==> src/rtl/game_pkg.sv <==
// Shared constants and types for the per-player game control blocks.
package game_pkg;
   localparam int HP_W        = 7;
   localparam int EN_W        = 6;
   localparam int HP_MAX      = 100;
   localparam int DMG_FULL    = 10;
   localparam int DMG_SHIELD  = 2;
   localparam int IFRAMES     = 30;
   localparam int BLINK_SHIFT = 2;
   localparam int EN_MAX      = 63;
   localparam int EN_REGEN    = 8;

   typedef enum logic [1:0] {ALIVE = 2'd0, HURT = 2'd1, DEAD = 2'd2} hp_state_t;

   // Counter width able to hold 0..n-1, never narrower than one bit.
   function automatic int cnt_w(input int n);
      return (n > 1) ? $clog2(n) : 1;
   endfunction
endpackage

==> src/rtl/shield_energy.sv <==
// Shield energy store: drains while defending, regenerates one unit every EN_REGEN idle cycles.
// shield_on is combinational from the registered energy; everything else updates one cycle later.
module shield_energy #(
   parameter int EN_MAX   = game_pkg::EN_MAX,
   parameter int EN_REGEN = game_pkg::EN_REGEN
) (
   input  logic                      clk,
   input  logic                      rst,
   input  logic                      restart,
   input  logic                      defend,
   input  logic                      dead_i,
   output logic [game_pkg::EN_W-1:0] energy,
   output logic                      shield_on
);
   import game_pkg::*;

   localparam int RG_W = cnt_w(EN_REGEN);

   logic [RG_W-1:0] regen_cnt;

   assign shield_on = defend && (energy != '0) && !dead_i;

   // A held defend with empty energy still blocks regeneration until it is released.
   always_ff @(posedge clk) begin
      if (rst || restart) begin
         energy    <= EN_W'(EN_MAX);
         regen_cnt <= '0;
      end else if (!dead_i) begin
         if (defend) begin
            regen_cnt <= '0;
            if (energy != '0)
               energy <= energy - 1'b1;
         end else if (regen_cnt == RG_W'(EN_REGEN - 1)) begin
            regen_cnt <= '0;
            if (energy != EN_W'(EN_MAX))
               energy <= energy + 1'b1;
         end else begin
            regen_cnt <= regen_cnt + 1'b1;
         end
      end
   end
endmodule

==> src/rtl/hp_ctrl.sv <==
// Per-player health controller: applies hit damage (reduced under shield), runs i-frames, signals KO.
// Hit to hp/state change is one cycle; restart or rst returns the player to full health.
module hp_ctrl #(
   parameter int HP_MAX      = game_pkg::HP_MAX,
   parameter int DMG_FULL    = game_pkg::DMG_FULL,
   parameter int DMG_SHIELD  = game_pkg::DMG_SHIELD,
   parameter int IFRAMES     = game_pkg::IFRAMES,
   parameter int BLINK_SHIFT = game_pkg::BLINK_SHIFT,
   parameter int EN_MAX      = game_pkg::EN_MAX,
   parameter int EN_REGEN    = game_pkg::EN_REGEN
) (
   input  logic                      clk,
   input  logic                      rst,
   input  logic                      hit,
   input  logic                      defend,
   input  logic                      restart,
   output logic [game_pkg::HP_W-1:0] hp,
   output logic                      shield_on,
   output logic [game_pkg::EN_W-1:0] energy,
   output logic                      invincible,
   output logic                      blink,
   output logic                      dead,
   output logic                      dmg_taken
);
   import game_pkg::*;

   localparam int IF_W = cnt_w(IFRAMES);

   hp_state_t       state, state_nxt;
   logic [HP_W-1:0] hp_nxt, dmg;
   logic [IF_W-1:0] ifr_cnt, ifr_nxt;
   logic            dmg_nxt;
   logic            is_dead;

   assign is_dead    = (state == DEAD);
   assign dead       = is_dead;
   assign invincible = (state == HURT);

   shield_energy #(
      .EN_MAX   (EN_MAX),
      .EN_REGEN (EN_REGEN)
   ) u_shield (
      .clk       (clk),
      .rst       (rst),
      .restart   (restart),
      .defend    (defend),
      .dead_i    (is_dead),
      .energy    (energy),
      .shield_on (shield_on)
   );

   always_comb begin
      state_nxt = state;
      hp_nxt    = hp;
      ifr_nxt   = ifr_cnt;
      dmg       = shield_on ? HP_W'(DMG_SHIELD) : HP_W'(DMG_FULL);
      case (state)
         ALIVE: begin
            if (hit) begin
               hp_nxt = (hp > dmg) ? hp - dmg : '0;
               if (hp_nxt == '0) begin
                  state_nxt = DEAD;
               end else begin
                  state_nxt = HURT;
                  ifr_nxt   = IF_W'(IFRAMES - 1);
               end
            end
         end
         HURT: begin
            if (ifr_cnt == '0)
               state_nxt = ALIVE;
            else
               ifr_nxt = ifr_cnt - 1'b1;
         end
         DEAD:    hp_nxt = '0;
         default: state_nxt = ALIVE;
      endcase
      dmg_nxt = (hp_nxt != hp);
   end

   // Blink is registered from the next counter value so it tracks the live counter bit.
   always_ff @(posedge clk) begin
      if (rst || restart) begin
         state     <= ALIVE;
         hp        <= HP_W'(HP_MAX);
         ifr_cnt   <= '0;
         dmg_taken <= 1'b0;
         blink     <= 1'b0;
      end else begin
         state     <= state_nxt;
         hp        <= hp_nxt;
         ifr_cnt   <= ifr_nxt;
         dmg_taken <= dmg_nxt;
         blink     <= (state_nxt == HURT) ? ifr_nxt[BLINK_SHIFT] : 1'b0;
      end
   end
endmodule
==> config.mk <==
export PLATFORM = sky130hd
export DESIGN_NAME = hp_ctrl
export DESIGN_NICKNAME = d
export VERILOG_FILES = /design/src/rtl/game_pkg.sv /design/src/rtl/shield_energy.sv /design/src/rtl/hp_ctrl.sv
export SDC_FILE = /design/constraint.sdc
export NUM_CORES = 1
export LEC_CHECK = 0
export CAP_MARGIN = 20
export CORE_UTILIZATION = 55
export CTS_CLUSTER_DIAMETER = 80
export DETAILED_ROUTE_END_ITERATION = 6
export DONT_BUFFER_PORTS = 1
export PLACE_DENSITY = 0.7
export SYNTH_ARGS = -nofsm -noshare
export SYNTH_HDL_FRONTEND = slang
export SYNTH_SLANG_ARGS = --single-unit
export TNS_END_PERCENT = 100
==> constraint.sdc <==
create_clock -name clk -period 4.1 [get_ports clk]
set_input_delay 0.615 -clock clk [delete_from_list [all_inputs] [get_ports clk]]
set_output_delay 0.615 -clock clk [all_outputs]
set_load 0.05 [all_outputs]
==> impl_metrics.py, run 1 <==
metrics = {
    "outcome": {
        "status": "complete, no violations",
    },
    "timing": {
        "fin_skew_ps": 3.45,
        "finalCriticalPeriod_ps": 3510,
        "slew_viol_final": 0,
        "min_period_over_period": 0.855,
        "slew-limit-headroom": 0.433,
        "hold_violations": 0,
        "setup_tns_ps": 0,
        "rsz0062_at_grt": "false",
        "clock.fmax_mhz": 285,
        "setup_viol_count_final": 0,
        "tightest_slew_ps": 850,
    },
    "final_layout": {
        "layout_commonest_cell": "dfxtp_1",
        "multiInputGateArea_um2": 1000,
        "drive_above_1_share": 0.0777,
        "mostFrequentLayoutCells": "dfxtp_1, a21oi_1, nor2_1",
        "layout.nets": 209,
        "register_area_um2": 500,
        "syn_to_final_growth_pct": 1.87,
        "n_fill_cell": 263,
        "diodes": 0,
    },
    "global_routing": {
        "grt_pass1_vias": 1403,
        "track_usage": 0.253,
        "grt_pass1_wl_mm": 6.35,
        "antenna_found_initial": 0,
        "grt_max_degree": 18,
        "overflow": 0,
    },
    "synthesis": {
        "synth_mux_area_frac": 0.00623,
        "yosysWarnings": 0,
        "synth_compound_area_frac": 0.266,
        "async_flop_share": 0,
        "synth_top_family_by_area": "compound AO/OA/AOI/OAI gates",
        "seq_area_frac_synth": 0.311,
        "syn_area_um2": 1610,
        "synth_ff_type": "dfxtp_1",
        "synth_cells": 196,
        "syn_area_per_cell_um2": 8.20,
        "ys_ff_latch": 25,
        "synth_xor_area_frac": 0.0490,
        "syn_nets": 211,
        "synth-edff-count": 0,
        "synth_cell_types": 51,
        "synth-simple-area-share": 0.219,
        "synthAdderAreaFrac": 0.0825,
    },
    "floorplanning": {
        "num_rows": 19,
        "start_util": 0.583,
        "io_pins": 23,
        "core_um2": 2760,
        "die_w_um": 56.1,
        "die_h_um": 56.1,
        "dieArea_um2": 3140,
    },
    "worst_setup_path": {
        "end_kind": "flop",
        "crit_type": "reg2reg",
        "crit_chain": "or4_1 > o311a_1 > ha_1 > nand2b_1 > and2_1 > xnor2_1 > a311o_1 > a41o_1",
        "path_max_fanout": 9,
        "startpoint_type": "flop",
        "worstPathArrival_ps": 3740,
        "cpPeakStageDelay_ps": 620,
        "worstPathRequired_ps": 4330,
        "crit_slowest_cell": "or4_1",
    },
    "route": {
        "vias": 1462,
        "drc": 0,
        "routed_wl_mm": 3.64,
        "wl_per_cell_um": 16.3,
        "detail-route-antenna-nets": 0,
        "first_iter_violations": 97,
        "first_pass_iters": 4,
        "post_drt_via_cell_ratio": 6.53,
    },
    "clock_network": {
        "cts_resized": 0,
        "cts_max_level": 1,
        "post_cts_buffers": 0,
        "cts_buffer_depth": 2,
        "cts.sink_count": 25,
        "ctsHoldBuffers": 0,
        "clk_latency_ps": 320,
        "cts.reportedPaths.clkPinSlew_ps": 150,
        "tritoncts": "yes",
        "cts_made_buffers": 3,
        "cts_root_buf": "clkbuf_4",
    },
    "power": {
        "powerDensity_nw_per_um2": 311,
        "finalPower_mw": 0.510,
        "vdd_drop_max_v": 0.000251,
        "leakage_nw": 0.664,
    },
    "worst_hold_path": {
        "hp-class": "in2reg",
    },
    "place": {
        "place_congestion": 0.877,
        "dpl.hpwl_mm": 2.69,
        "portBuffers": 0,
    },
    "run": {
        "maxCapViolCount": 0,
    },
}
routing by layer:
metal	vias up	routed length, µm	track usage
met5	-	0	0
met4	0	40	0.0801
met3	5	238	0.0419
met2	59	1800	0.446
met1	682	1560	0.313
li1	716	-	-
cells in the mapped netlist (2+ instances only):
master,number,area [µm²]
nor4_1,2,12.5
a21oi_1,16,80.1
nand4_1,2,12.5
a32oi_1,2,17.5
buf_4,3,22.5
or4_1,2,15.0
xnor2_1,5,43.8
clkbuf_1,2,7.51
ha_1,9,113
o31ai_1,2,15.0
buf_2,4,20.0
a211oi_1,3,22.5
dfxtp_1,25,500
nor2_1,14,52.6
nand3_1,9,45.0
a21o_1,4,30.0
o22ai_1,2,12.5
nor3_1,3,15.0
and3_1,2,12.5
nand2b_1,4,25.0
or3_1,2,12.5
xor2_1,4,35.0
nor2b_1,4,25.0
o21ai_0,12,60.1
or2_2,3,18.8
inv_1,11,41.3
nand2_1,13,48.8
o211ai_1,5,37.5
a41o_1,2,20.0
a31oi_1,4,25.0
worst max-delay path, delay by kind of cell (launching register included):
| family | cells | cell delay (ps) |
|---|---|---|
| flip-flops | 1 | 530 |
| XOR/XNOR | 1 | 150 |
| AO/OA/AOI/OAI | 3 | 1220 |
| AND/OR/NAND/NOR | 3 | 960 |
| adder cells (fa/ha/maj) | 1 | 540 |
sequential cells by signal (all words and copies together), names as in the netlist:
name                count
blink                   1
u_shield.energy         6
state                   2
dmg_taken               1
hp                      7
ifr_cnt                 5
u_shield.regen_cnt      3
worst paths after layout:
check / slack (ps) / depth (start not counted) / startpoint / end
min reg2reg: 500 / 2 / ifr_cnt[4] / ifr_cnt[4]
max reg2reg: 590 / 8 / u_shield.energy[3] / ifr_cnt[1]
min: 430 / 2 / hit / dmg_taken
max: 590 / 8 / u_shield.energy[3] / ifr_cnt[1]
final cells by class:
cell class,instances,area share
multi-input combinational,149,0.611
clock inverter,1,0.00458
inverter,12,0.0275
clock buffer,3,0.0138
sequential,25,0.306
tap,31,0.0237
timing repair buffer,3,0.0138
logic make-up after synthesis:
logic type,after synthesis
and+or+nand+nor,65
adders and majority gates,10
AOI/OAI and AO/OA,64
muxes,1
xor gates and xnor gates,9
buffers and inverters,22
DFF,25
power breakdown:
group / switching [mW] / leakage [nW] / internal (mW)
logic: 0.0650 / 0.446 / 0.0446
registers: 0.0313 / 0.204 / 0.253
clock network: 0.0787 / 0.0139 / 0.0373
total: 0.175 / 0.664 / 0.335
per-stage QoR:
stage / hold WS (ps) / std cells / worst slack [ps] / cell area (µm²) / utilization
3_3_place_gp: 470 / 220 / 685 / 1610 / 0.583
5_1_grt: 416 / 224 / 448 / 1640 / 0.594
2_1_floorplan: 454 / 196 / 875 / 1610 / -
6_report: 425 / 224 / 594 / 1640 / 0.594
3_5_place_dp: 481 / 220 / 635 / 1610 / 0.583
4_1_cts: 416 / 224 / 611 / 1640 / 0.594
Note: power is estimated with default switching activity, not from simulation.
==> run 2: changes to the inputs <==
- CELL_PAD_IN_SITES_DETAIL_PLACEMENT: default -> 0
- CELL_PAD_IN_SITES_GLOBAL_PLACEMENT: default -> 1
- CORE_UTILIZATION: 55 -> 49
- CTS_BUF_LIST: default -> sky130_fd_sc_hd__clkbuf_8
- PLACE_DENSITY: 0.7 -> default
- PLACE_DENSITY_LB_ADDON: default -> 0.1
- clock period: 4.1 -> 3.45 ns (I/O delays scaled with it)
==> run 2 against run 1 <==
Flip-flop and latch count unchanged. Design area up 4.9%. Sequential power is 15% higher. Hold slack worse by 28 ps. Via count up 1.3%. Maximum frequency grew 16%. Sequential share of layout area fell by 1.4 points. Wire length rose by 5.7%. Die area up 12%. Global-route usage down 0.86 points. Power rose by 28%. Critical path type unchanged. Largest power group unchanged.
==> impl_metrics.py, run 2 (synthesis gave the netlist of run 1 again) <==
metrics = {
    "power": {
        "p_sw_mw": 0.215,
        "pwr-share-clk": 0.275,
        "p_sw_frac": 0.328,
        "powerDensity_nw_per_um2": 381,
        "p_int_mw": 0.440,
        "p_comb_frac": 0.225,
        "leakage_nw": 0.701,
        "vdd_drop_max_v": 0.000176,
        "pwr-share-seq": 0.500,
    },
    "global_routing": {
        "antenna_found_initial": 0,
        "track_usage": 0.244,
        "grt_pass1_wl_mm": 6.52,
        "overflow": 0,
        "grt_pass1_vias": 1461,
        "grt_max_degree": 18,
    },
    "final_layout": {
        "stdcell_area_um2": 1720,
        "diodes": 0,
        "layout_commonest_cell": "dfxtp_1",
        "largest_register": "hp",
        "drive_above_1_share": 0.106,
        "syn_to_final_growth_pct": 6.85,
        "largestRegisters": "hp (7), u_shield.energy (6), ifr_cnt (5)",
        "n_fill_cell": 299,
        "mostFrequentLayoutCells": "dfxtp_1, a21oi_1, nor2_1",
        "layout.nets": 215,
        "multiInputGateArea_um2": 1000,
        "largest_reg_flops": 7,
        "register_area_um2": 500,
    },
    "worst_setup_path": {
        "crit_type": "reg2reg",
        "worstPathArrival_ps": 3200,
        "startpoint_type": "flop",
        "end_kind": "flop",
        "path_max_fanout": 9,
        "worstPathRequired_ps": 3630,
    },
    "route": {
        "drc": 0,
        "detail-route-antenna-nets": 0,
        "first_pass_iters": 4,
        "routed.top_layer": "met4",
        "first_iter_violations": 153,
        "vias": 1481,
        "wl_met1_mm": 1.64,
        "wl_per_cell_um": 15.8,
        "wl_met2_mm": 1.91,
        "dr_wl_met3_um": 241,
        "routed_wl_mm": 3.85,
        "post_drt_via_cell_ratio": 6.09,
    },
    "clock_network": {
        "cts_resized": 0,
        "post_cts_buffers": 0,
        "cts_max_level": 1,
        "cts_root_buf": "clkbuf_8",
        "cts.sink_count": 25,
        "clk_latency_ps": 270,
        "tritoncts": "yes",
        "cts_buffer_depth": 2,
        "ctsHoldBuffers": 0,
        "cts.reportedPaths.clkPinSlew_ps": 90,
        "cts_made_buffers": 3,
    },
    "floorplanning": {
        "io_pins": 23,
        "die_w_um": 59.3,
        "die_h_um": 59.3,
        "core_um2": 3080,
        "dieArea_um2": 3510,
        "start_util": 0.522,
        "num_rows": 20,
    },
    "timing": {
        "finalCriticalPeriod_ps": 3030,
        "setup_viol_count_final": 0,
        "fin_ws_ps": 423,
        "timing.hold.ws_ps": 397,
        "clock.fmax_mhz": 330,
        "fin_skew_ps": 5.56,
        "min_period_over_period": 0.877,
        "setup_tns_ps": 0,
        "hold_violations": 0,
        "rsz0062_at_grt": "false",
        "slew-limit-headroom": 0.468,
        "slew_viol_final": 0,
        "tightest_slew_ps": 796,
    },
    "place": {
        "dpl_cell_area_um2": 1670,
        "pre_cts_ws_ps": 444,
        "portBuffers": 0,
        "dpl.hpwl_mm": 2.84,
        "place_congestion": 0.943,
    },
    "outcome": {
        "status": "complete, no violations",
    },
    "run": {
        "maxCapViolCount": 0,
    },
    "worst_hold_path": {
        "hp-class": "in2reg",
    },
}
## run 2: metrics by stage
step / util / power, mW / std cells
after detailed placement: 0.542 / 0.480 / 239
final: 0.558 / 0.655 / 243
after global placement: 0.542 / 0.477 / 239
after global routing: 0.558 / 0.694 / 243
after CTS: 0.558 / 0.662 / 243
after floorplan: - / 0.454 / 196
## run 2: layout make-up
| type | instances | share of cell area |
|---|---|---|
| inverters | 12 | 0.0262 |
| clock inverters | 1 | 0.00437 |
| flip-flops and latches | 25 | 0.291 |
| clock buffers | 3 | 0.0240 |
| repair buffers | 9 | 0.0393 |
| well taps | 44 | 0.0320 |
| multi-input cells | 149 | 0.583 |
## run 2: final timing paths
path / start / end / slack, ps / cells after the start
max reg2reg: u_shield.energy[1] / ifr_cnt[1] / 420 / 8
min reg2reg: ifr_cnt[4] / ifr_cnt[4] / 500 / 2
max: u_shield.energy[1] / ifr_cnt[1] / 420 / 8
min: hit / dmg_taken / 400 / 2
## run 2: power by group through the flow
stage | clock (mW) | sequential (mW) | combinational (mW)
final | 0.180 | 0.328 | 0.147
after global placement | 0 | 0.335 | 0.142
after detailed placement | 0 | 0.335 | 0.146
after floorplan | 0 | 0.345 | 0.109
after global routing | 0.201 | 0.330 | 0.163
after CTS | 0.188 | 0.328 | 0.146
## run 2: worst max-delay path: stages (launching register included)
cell      delay [ps]
dfxtp_1          490
or4_1            490
o311a_1          340
ha_1             450
nand2b_1         130
and2_1           220
xnor2_1          150
a311o_1          390
a41o_1           270
## run 2: routing by layer
layer,up-vias,global-route usage
met5,-,0
met4,0,0.0986
met3,7,0.0349
met2,58,0.427
met1,687,0.299
li1,729,-
